**src/rtl/perf_pkg.sv**
```systemverilog
// Shared constants for the performance-counter sampling path: counter indices,
// record layout and the scan FSM state type.
package perf_pkg;

  localparam int NUM_CNT    = 9;
  localparam int FIFO_DEPTH = 16;
  localparam int DROP_W     = 16;

  localparam int SEL_W   = 4;
  localparam int SEQ_W   = 8;
  localparam int DELTA_W = 32;

  localparam logic [SEL_W-1:0] CNT_CYCLE   = 4'd0;
  localparam logic [SEL_W-1:0] CNT_INSTR   = 4'd1;
  localparam logic [SEL_W-1:0] CNT_CHIT    = 4'd2;
  localparam logic [SEL_W-1:0] CNT_CMISS   = 4'd3;
  localparam logic [SEL_W-1:0] CNT_BTAKEN  = 4'd4;
  localparam logic [SEL_W-1:0] CNT_BNTAKEN = 4'd5;
  localparam logic [SEL_W-1:0] CNT_BMISP   = 4'd6;
  localparam logic [SEL_W-1:0] CNT_STALL   = 4'd7;
  localparam logic [SEL_W-1:0] CNT_IRQ     = 4'd8;

  // Record = {seq, idx, delta}
  localparam int REC_W         = SEQ_W + SEL_W + DELTA_W;
  localparam int REC_DELTA_LSB = 0;
  localparam int REC_IDX_LSB   = REC_DELTA_LSB + DELTA_W;
  localparam int REC_SEQ_LSB   = REC_IDX_LSB + SEL_W;

  typedef enum logic [1:0] {
    ST_IDLE = 2'd0,
    ST_SCAN = 2'd1,
    ST_DONE = 2'd2
  } scan_state_t;

  function automatic logic [REC_W-1:0] pack_rec(input logic [SEQ_W-1:0]   seq,
                                                input logic [SEL_W-1:0]   idx,
                                                input logic [DELTA_W-1:0] delta);
    return {seq, idx, delta};
  endfunction

endpackage

```
**src/rtl/perf_sample_engine_if.sv**
```systemverilog
// Bus between the sample engine, the counter bank read port and the record consumer.
interface perf_sample_engine_if;
  import perf_pkg::*;

  logic [SEL_W-1:0]   counter_select;
  logic [DELTA_W-1:0] selected_counter;
  logic               out_valid;
  logic               out_ready;
  logic [SEQ_W-1:0]   out_seq;
  logic [SEL_W-1:0]   out_idx;
  logic [DELTA_W-1:0] out_delta;

  modport master (
    output counter_select,
    input  selected_counter,
    output out_valid,
    input  out_ready,
    output out_seq,
    output out_idx,
    output out_delta
  );

  modport slave (
    input  counter_select,
    output selected_counter,
    input  out_valid,
    output out_ready,
    input  out_seq,
    input  out_idx,
    input  out_delta
  );

endinterface

```
**src/rtl/perf_sample_fifo.sv**
```systemverilog
// First-word-fall-through record FIFO with occupancy output; head reads 0 when empty.
module perf_sample_fifo #(
  parameter int WIDTH = 44,
  parameter int DEPTH = 16
) (
  input  logic                     clk,
  input  logic                     rst_n,
  input  logic                     push,
  input  logic [WIDTH-1:0]         push_data,
  input  logic                     pop,
  output logic [WIDTH-1:0]         head,
  output logic                     valid,
  output logic                     full,
  output logic [$clog2(DEPTH):0]   level
);

  localparam int AW = $clog2(DEPTH);

  logic [WIDTH-1:0] mem [DEPTH];
  logic [AW-1:0]    wr_ptr;
  logic [AW-1:0]    rd_ptr;
  logic             do_push;
  logic             do_pop;

  assign valid   = (level != '0);
  assign full    = (level == (AW+1)'(DEPTH));
  assign do_push = push & ~full;
  assign do_pop  = pop & valid;
  assign head    = valid ? mem[rd_ptr] : '0;

  // Storage needs no reset: the head is masked until something is written.
  always_ff @(posedge clk) begin
    if (do_push) mem[wr_ptr] <= push_data;
  end

  always_ff @(posedge clk or negedge rst_n) begin
    if (!rst_n) begin
      wr_ptr <= '0;
      rd_ptr <= '0;
      level  <= '0;
    end else begin
      if (do_push) wr_ptr <= wr_ptr + 1'b1;
      if (do_pop)  rd_ptr <= rd_ptr + 1'b1;
      case ({do_push, do_pop})
        2'b10:   level <= level + 1'b1;
        2'b01:   level <= level - 1'b1;
        default: level <= level;
      endcase
    end
  end

endmodule

```
**src/rtl/perf_sample_engine.sv**
```systemverilog
// Periodic / on-demand scanner of the counter bank; queues per-counter deltas as records.
//  state | meaning
//  IDLE  | waiting for a timer fire or sample_req
//  SCAN  | one counter per cycle, idx 0..NUM_CNT-1, record pushed each cycle
//  DONE  | bump seq; rescan if a trigger was pending, else back to IDLE
module perf_sample_engine
  import perf_pkg::*;
#(
  parameter int NUM_CNT    = perf_pkg::NUM_CNT,
  parameter int FIFO_DEPTH = perf_pkg::FIFO_DEPTH,
  parameter int DROP_W     = perf_pkg::DROP_W
) (
  input  logic                         clk,
  input  logic                         rst_n,
  input  logic                         enable,
  input  logic [15:0]                  sample_interval,
  input  logic                         sample_req,
  input  logic                         clear_stats,
  perf_sample_engine_if.master         bus,
  output logic [$clog2(FIFO_DEPTH):0]  fifo_level,
  output logic                         busy,
  output logic                         overflow,
  output logic [DROP_W-1:0]            drop_count
);

  scan_state_t        state_q, state_d;
  logic [SEL_W-1:0]   idx;
  logic               pending;
  logic [SEQ_W-1:0]   seq;
  logic [15:0]        timer;
  logic               armed;
  logic               fire;
  logic               trigger;
  logic               scanning;
  logic               last_idx;
  logic [DELTA_W-1:0] prev [NUM_CNT];
  logic [DELTA_W-1:0] cur;
  logic [DELTA_W-1:0] delta;
  logic               fifo_full;
  logic               fifo_valid;
  logic               drop;
  logic [REC_W-1:0]   head;

  // armed distinguishes "freshly enabled, load the interval" from "counted down to 0".
  always_ff @(posedge clk or negedge rst_n) begin
    if (!rst_n) begin
      timer <= '0;
      armed <= 1'b0;
    end else if (enable) begin
      if (sample_interval == '0) begin
        timer <= '0;
        armed <= 1'b0;
      end else if (!armed || timer == '0) begin
        timer <= sample_interval - 16'd1;
        armed <= 1'b1;
      end else begin
        timer <= timer - 16'd1;
      end
    end
  end

  assign fire     = armed & (timer == '0) & (sample_interval != '0);
  assign trigger  = enable & (fire | sample_req);
  assign scanning = (state_q == ST_SCAN);
  assign last_idx = (idx == SEL_W'(NUM_CNT - 1));

  always_ff @(posedge clk or negedge rst_n) begin
    if (!rst_n) state_q <= ST_IDLE;
    else        state_q <= state_d;
  end

  always_comb begin
    state_d = state_q;
    case (state_q)
      ST_IDLE: if (trigger) state_d = ST_SCAN;
      ST_SCAN: if (last_idx) state_d = ST_DONE;
      ST_DONE: state_d = (enable && (pending || trigger)) ? ST_SCAN : ST_IDLE;
      default: state_d = ST_IDLE;
    endcase
  end

  always_ff @(posedge clk or negedge rst_n) begin
    if (!rst_n) begin
      idx     <= '0;
      pending <= 1'b0;
      seq     <= '0;
    end else begin
      idx <= (scanning && !last_idx) ? idx + 1'b1 : '0;
      if (scanning) begin
        if (!enable)      pending <= 1'b0;
        else if (trigger) pending <= 1'b1;
      end else begin
        pending <= 1'b0;
      end
      if (state_q == ST_DONE) seq <= seq + 1'b1;
    end
  end

  assign bus.counter_select = scanning ? idx : '0;
  assign cur   = bus.selected_counter;
  assign delta = cur - prev[idx];
  assign busy  = scanning;

  // prev follows the bank even when the record is dropped, so later deltas stay exact.
  always_ff @(posedge clk or negedge rst_n) begin
    if (!rst_n) begin
      for (int i = 0; i < NUM_CNT; i++) prev[i] <= '0;
    end else if (scanning) begin
      prev[idx] <= cur;
    end
  end

  assign drop = scanning & fifo_full;

  always_ff @(posedge clk or negedge rst_n) begin
    if (!rst_n) begin
      overflow   <= 1'b0;
      drop_count <= '0;
    end else if (drop) begin
      overflow   <= 1'b1;
      if (clear_stats)       drop_count <= DROP_W'(1);
      else if (!(&drop_count)) drop_count <= drop_count + 1'b1;
    end else if (clear_stats) begin
      overflow   <= 1'b0;
      drop_count <= '0;
    end
  end

  perf_sample_fifo #(
    .WIDTH (REC_W),
    .DEPTH (FIFO_DEPTH)
  ) u_fifo (
    .clk       (clk),
    .rst_n     (rst_n),
    .push      (scanning),
    .push_data (pack_rec(seq, idx, delta)),
    .pop       (bus.out_ready),
    .head      (head),
    .valid     (fifo_valid),
    .full      (fifo_full),
    .level     (fifo_level)
  );

  assign bus.out_valid = fifo_valid;
  assign bus.out_seq   = head[REC_SEQ_LSB +: SEQ_W];
  assign bus.out_idx   = head[REC_IDX_LSB +: SEL_W];
  assign bus.out_delta = head[REC_DELTA_LSB +: DELTA_W];

endmodule

```
**src/flat_wrapper.sv**
```systemverilog
// flat-port wrapper written by rule: the top's interface ports become plain ports
module perf_sample_engine_flat import perf_pkg::*;
#(
  parameter int NUM_CNT    = perf_pkg::NUM_CNT,
  parameter int FIFO_DEPTH = perf_pkg::FIFO_DEPTH,
  parameter int DROP_W     = perf_pkg::DROP_W
)
  (clk, rst_n, enable, sample_interval, sample_req, clear_stats, fifo_level, busy, overflow, drop_count, bus_counter_select, bus_selected_counter, bus_out_valid, bus_out_ready, bus_out_seq, bus_out_idx, bus_out_delta);
  perf_sample_engine_if bus_i ();
  input  logic clk;
  input  logic rst_n;
  input  logic enable;
  input  logic [15:0] sample_interval;
  input  logic sample_req;
  input  logic clear_stats;
  output logic [$clog2(FIFO_DEPTH):0] fifo_level;
  output logic busy;
  output logic overflow;
  output logic [DROP_W-1:0] drop_count;
  output wire logic [$bits(bus_i.counter_select)-1:0] bus_counter_select;
  input wire logic [$bits(bus_i.selected_counter)-1:0] bus_selected_counter;
  output wire logic [$bits(bus_i.out_valid)-1:0] bus_out_valid;
  input wire logic [$bits(bus_i.out_ready)-1:0] bus_out_ready;
  output wire logic [$bits(bus_i.out_seq)-1:0] bus_out_seq;
  output wire logic [$bits(bus_i.out_idx)-1:0] bus_out_idx;
  output wire logic [$bits(bus_i.out_delta)-1:0] bus_out_delta;
  assign bus_counter_select = bus_i.counter_select;
  assign bus_i.selected_counter = bus_selected_counter;
  assign bus_out_valid = bus_i.out_valid;
  assign bus_i.out_ready = bus_out_ready;
  assign bus_out_seq = bus_i.out_seq;
  assign bus_out_idx = bus_i.out_idx;
  assign bus_out_delta = bus_i.out_delta;
  perf_sample_engine #(.NUM_CNT(NUM_CNT), .FIFO_DEPTH(FIFO_DEPTH), .DROP_W(DROP_W)) u_core (.clk(clk), .rst_n(rst_n), .enable(enable), .sample_interval(sample_interval), .sample_req(sample_req), .clear_stats(clear_stats), .bus(bus_i), .fifo_level(fifo_level), .busy(busy), .overflow(overflow), .drop_count(drop_count));
endmodule
```
**config.mk**
```make
export PLATFORM = sky130hd
export DESIGN_NAME = perf_sample_engine_flat
export DESIGN_NICKNAME = d
export VERILOG_FILES = /design/src/rtl/perf_pkg.sv /design/src/rtl/perf_sample_engine_if.sv /design/src/rtl/perf_sample_fifo.sv /design/src/rtl/perf_sample_engine.sv /design/src/flat_wrapper.sv
export SDC_FILE = /design/constraint.sdc
export NUM_CORES = 1
export LEC_CHECK = 0
export ABC_AREA = 1
export CORE_ASPECT_RATIO = 0.7
export CORE_MARGIN = 2
export CORE_UTILIZATION = 42
export DETAILED_ROUTE_END_ITERATION = 8
export PLACE_DENSITY = 0.58
export SETUP_SLACK_MARGIN = 0.4
export SYNTH_ARGS = -nofsm -noshare
export SYNTH_HDL_FRONTEND = slang
export SYNTH_SLANG_ARGS = --single-unit
```
**constraint.sdc**
```tcl
create_clock -name clk -period 3.85 [get_ports clk]
set_input_delay 0.9625 -clock clk [delete_from_list [all_inputs] [get_ports clk]]
set_output_delay 0.9625 -clock clk [all_outputs]
set_load 0.1 [all_outputs]
```
==> metrics.txt <==
Final period util=97.0%; antenna-violating nets left=0; main combinational cell family by area after synthesis=compound AO/OA/AOI/OAI gates; number of synthesized register bits=1054; Synth Warn #=0; Iteration-0 DRC Markers=4063; die area=0.112 mm2; Synth async-reset ratio=33.2%; CTS tree=yes; clk_lat worst skew=0.75 ns; commonest cells after routing, fill and taps aside=edfxtp_1 (704), o21ai_0 (624), nor2_1 (487); dpl hpwl=78500 um; Die Ht=280 um; post-synthesis xor/xnor area fraction=0.937%; Total GRT Usage=26.0%; Worst Path Class, Setup=flop to primary output; Simple-Gate Fraction of Synth Area=9.85%; endpoints failing setup=0; H-Tree Level Count=3; GRT Residual Overflow=0; cts bufs inserted=101; RSZ-0062 raised after global routing=yes; Via-to-Cell Ratio=5.75; Clock Tree Buf Depth=3; Synth Area in Compound Gates=15.2%; Worst Path Arrival=2.77 ns; clk_skew=0.0589 ns; Initial Util=42.3%; Post-synth EDFFs=704; portion of netlist area occupied by mux cells=2.26%; Routed WL=148000 um; R2R depth=18; post-synthesis adder-cell area fraction=1.37%; Ports=126; synth unique cells=46; Post-Syn Area=0.0458 mm2; Worst path max stage delay=0.53 ns; Slew Limit Fails=0; status=complete, no violations; Max FO, Critical Path=16; initial antenna violation count=6; Rows=101; Synth Flop Type=edfxtp_1; min cycle time layout=3.73 ns; most common cell after layout, fill and taps aside=edfxtp_1; Critical Path RT=2.89 ns; Clock transition at path regs=0.06 ns; Crit. End Element=primary output; CTS Hold Bufs=0; sequential fraction of the synthesis area=65.3%; worst-path cell chain=buf_12 > inv_8 > bufbuf_16 > o21ai_0 > o22ai_1 > o21ai_0 > a21oi_2 > buf_12; # Max-Cap Violations=0; Pre-Repair DR Iteration Count=7; Layout area overhead=27.0%; Worst Hold Class=input pin to async pin; pre-CTS setup slack=-0.344 ns; fraction of layout cells with a size suffix above 1=20.6%; die width=399 um; first-pass GRT wire length=217000 um; Worst Tran Pin Value=0.979 ns; Worst slew margin=34.5%; CTS Sinks=1054; CTS Root Cell=clkbuf_16; Syn Nets=4265; filler instances=9127; final worst slack=0.116 ns; number of global-route vias before repair=32325; syn avg cell area=11.0 um2; Nets=4595; routability cong.=0.864; slowest stage cell, crit path=dfrtp_4; largest net degree at the start of global routing=90; core area=0.108 mm2; Synth Instances=4162; startpoint types=flop; IO buf count=125; WL per Instance=24.5 um; via count=34617; fmax=268 MHz; Post-route DRC=0; endpoints failing hold=0
state kept, by name, indices dropped and copies added (netlist names), 2 cells and up:
register	count
u_core.seq	8
u_core.timer	16
u_core.u_fifo.mem	704
u_core.drop_count	16
u_core.state_q	2
u_core.u_fifo.rd_ptr	4
u_core.u_fifo.wr_ptr	4
u_core.prev	288
u_core.idx	4
u_core.u_fifo.level	5
through the flow:
step           hold slack (ns)  area [um2]  std cells  setup TNS, ns  utilization, %
2_1_floorplan            0.458       46300       4162         -63.99               -
3_3_place_gp             0.469       51500       5713         -10.78            47.6
3_5_place_dp             0.475       51500       5713         -12.19            47.6
4_1_cts                  0.214       56900       5982              0            52.5
5_1_grt                  0.234       58200       6022              0            53.7
6_report                 0.207       58200       6022              0            53.7
final timing paths:
kind / from / endpoint / slack [ns]
setup / recovery: u_core.u_fifo.rd_ptr[0] / bus_out_delta[1] / 0.12
hold / removal: rst_n / u_core.timer[6] / 0.21
setup reg to reg: u_core.idx[2] / u_core.u_fifo.mem[10][30] / 0.23
hold reg to reg: u_core.prev[284] / u_core.prev[284] / 0.49
max in group asynchronous: rst_n / u_core.prev[48] / 2.69
min in group clk: u_core.prev[284] / u_core.prev[284] / 0.49
critical path: cells and delay by family, from the launching register on:
kind | cells | cell delay, ns
buffers and inverters | 4 | 0.85
DFF | 1 | 0.53
AOI/OAI and AO/OA | 4 | 0.64
synth_stat cells (14+ instances only):
library cell	count	area share [%]
edfxtp_1	704	46
o21ai_0	660	7.2
nor2_1	520	4.3
nand2_1	396	3.2
dfrtp_1	350	19
inv_1	301	2.5
a21oi_1	237	2.6
clkbuf_1	193	1.6
o221ai_1	189	3.6
nand3_1	130	1.4
mux2_2	89	2.2
o22ai_1	52	0.71
ha_1	47	1.3
xor2_1	35	0.67
a31oi_1	33	0.45
buf_2	33	0.36
clkbuf_2	27	0.30
o21ai_1	23	0.25
buf_1	20	0.16
nor3_1	14	0.15
xnor2_1	14	0.27
metal layers:
metal | up-vias | GRT usage, % | share of wire [%]
met2 | 1511 | 38.0 | 43
li1 | 15506 | - | -
met1 | 17376 | 40.0 | 46
met5 | - | 0 | 0.025
met3 | 218 | 4.72 | 8.2
met4 | 6 | 5.90 | 2.1
cell type report:
cell class / instances / area [um2] / area share [%]
Timing Repair inverter: 6 / 83.8 / 0.144
Sequential cell: 1054 / 29900 / 51.4
Timing Repair Buffer: 504 / 6650 / 11.4
Clock inverter: 53 / 648 / 1.11
Clock buffer: 136 / 2790 / 4.80
Multi-Input combinational cell: 2513 / 15000 / 25.9
Antenna cell: 2 / 5.00 / 0.00860
Tap cell: 1442 / 1800 / 3.10
Inverter: 312 / 1220 / 2.10
repair_timing:
action | in CTS | in global routing
setup endpoints to repair | 397 | 446
resized for setup | 134 | 233
pin swaps | 64 | 62
hold endpoints to repair | 0 | 0
buffers inserted | 39 | 29
gates cloned | 41 | 9
kinds of logic after synthesis:
family | count (synthesis)
AOI/OAI and AO/OA | 1214
muxes | 92
adders and majority gates | 49
and+or+nand+nor | 1109
xor gates and xnor gates | 49
DFF | 1054
buffers and inverters | 595
Power is left out: the tool's default activity adds up to more than one toggle a clock period on the data nets, which glitch-free logic cannot reach.
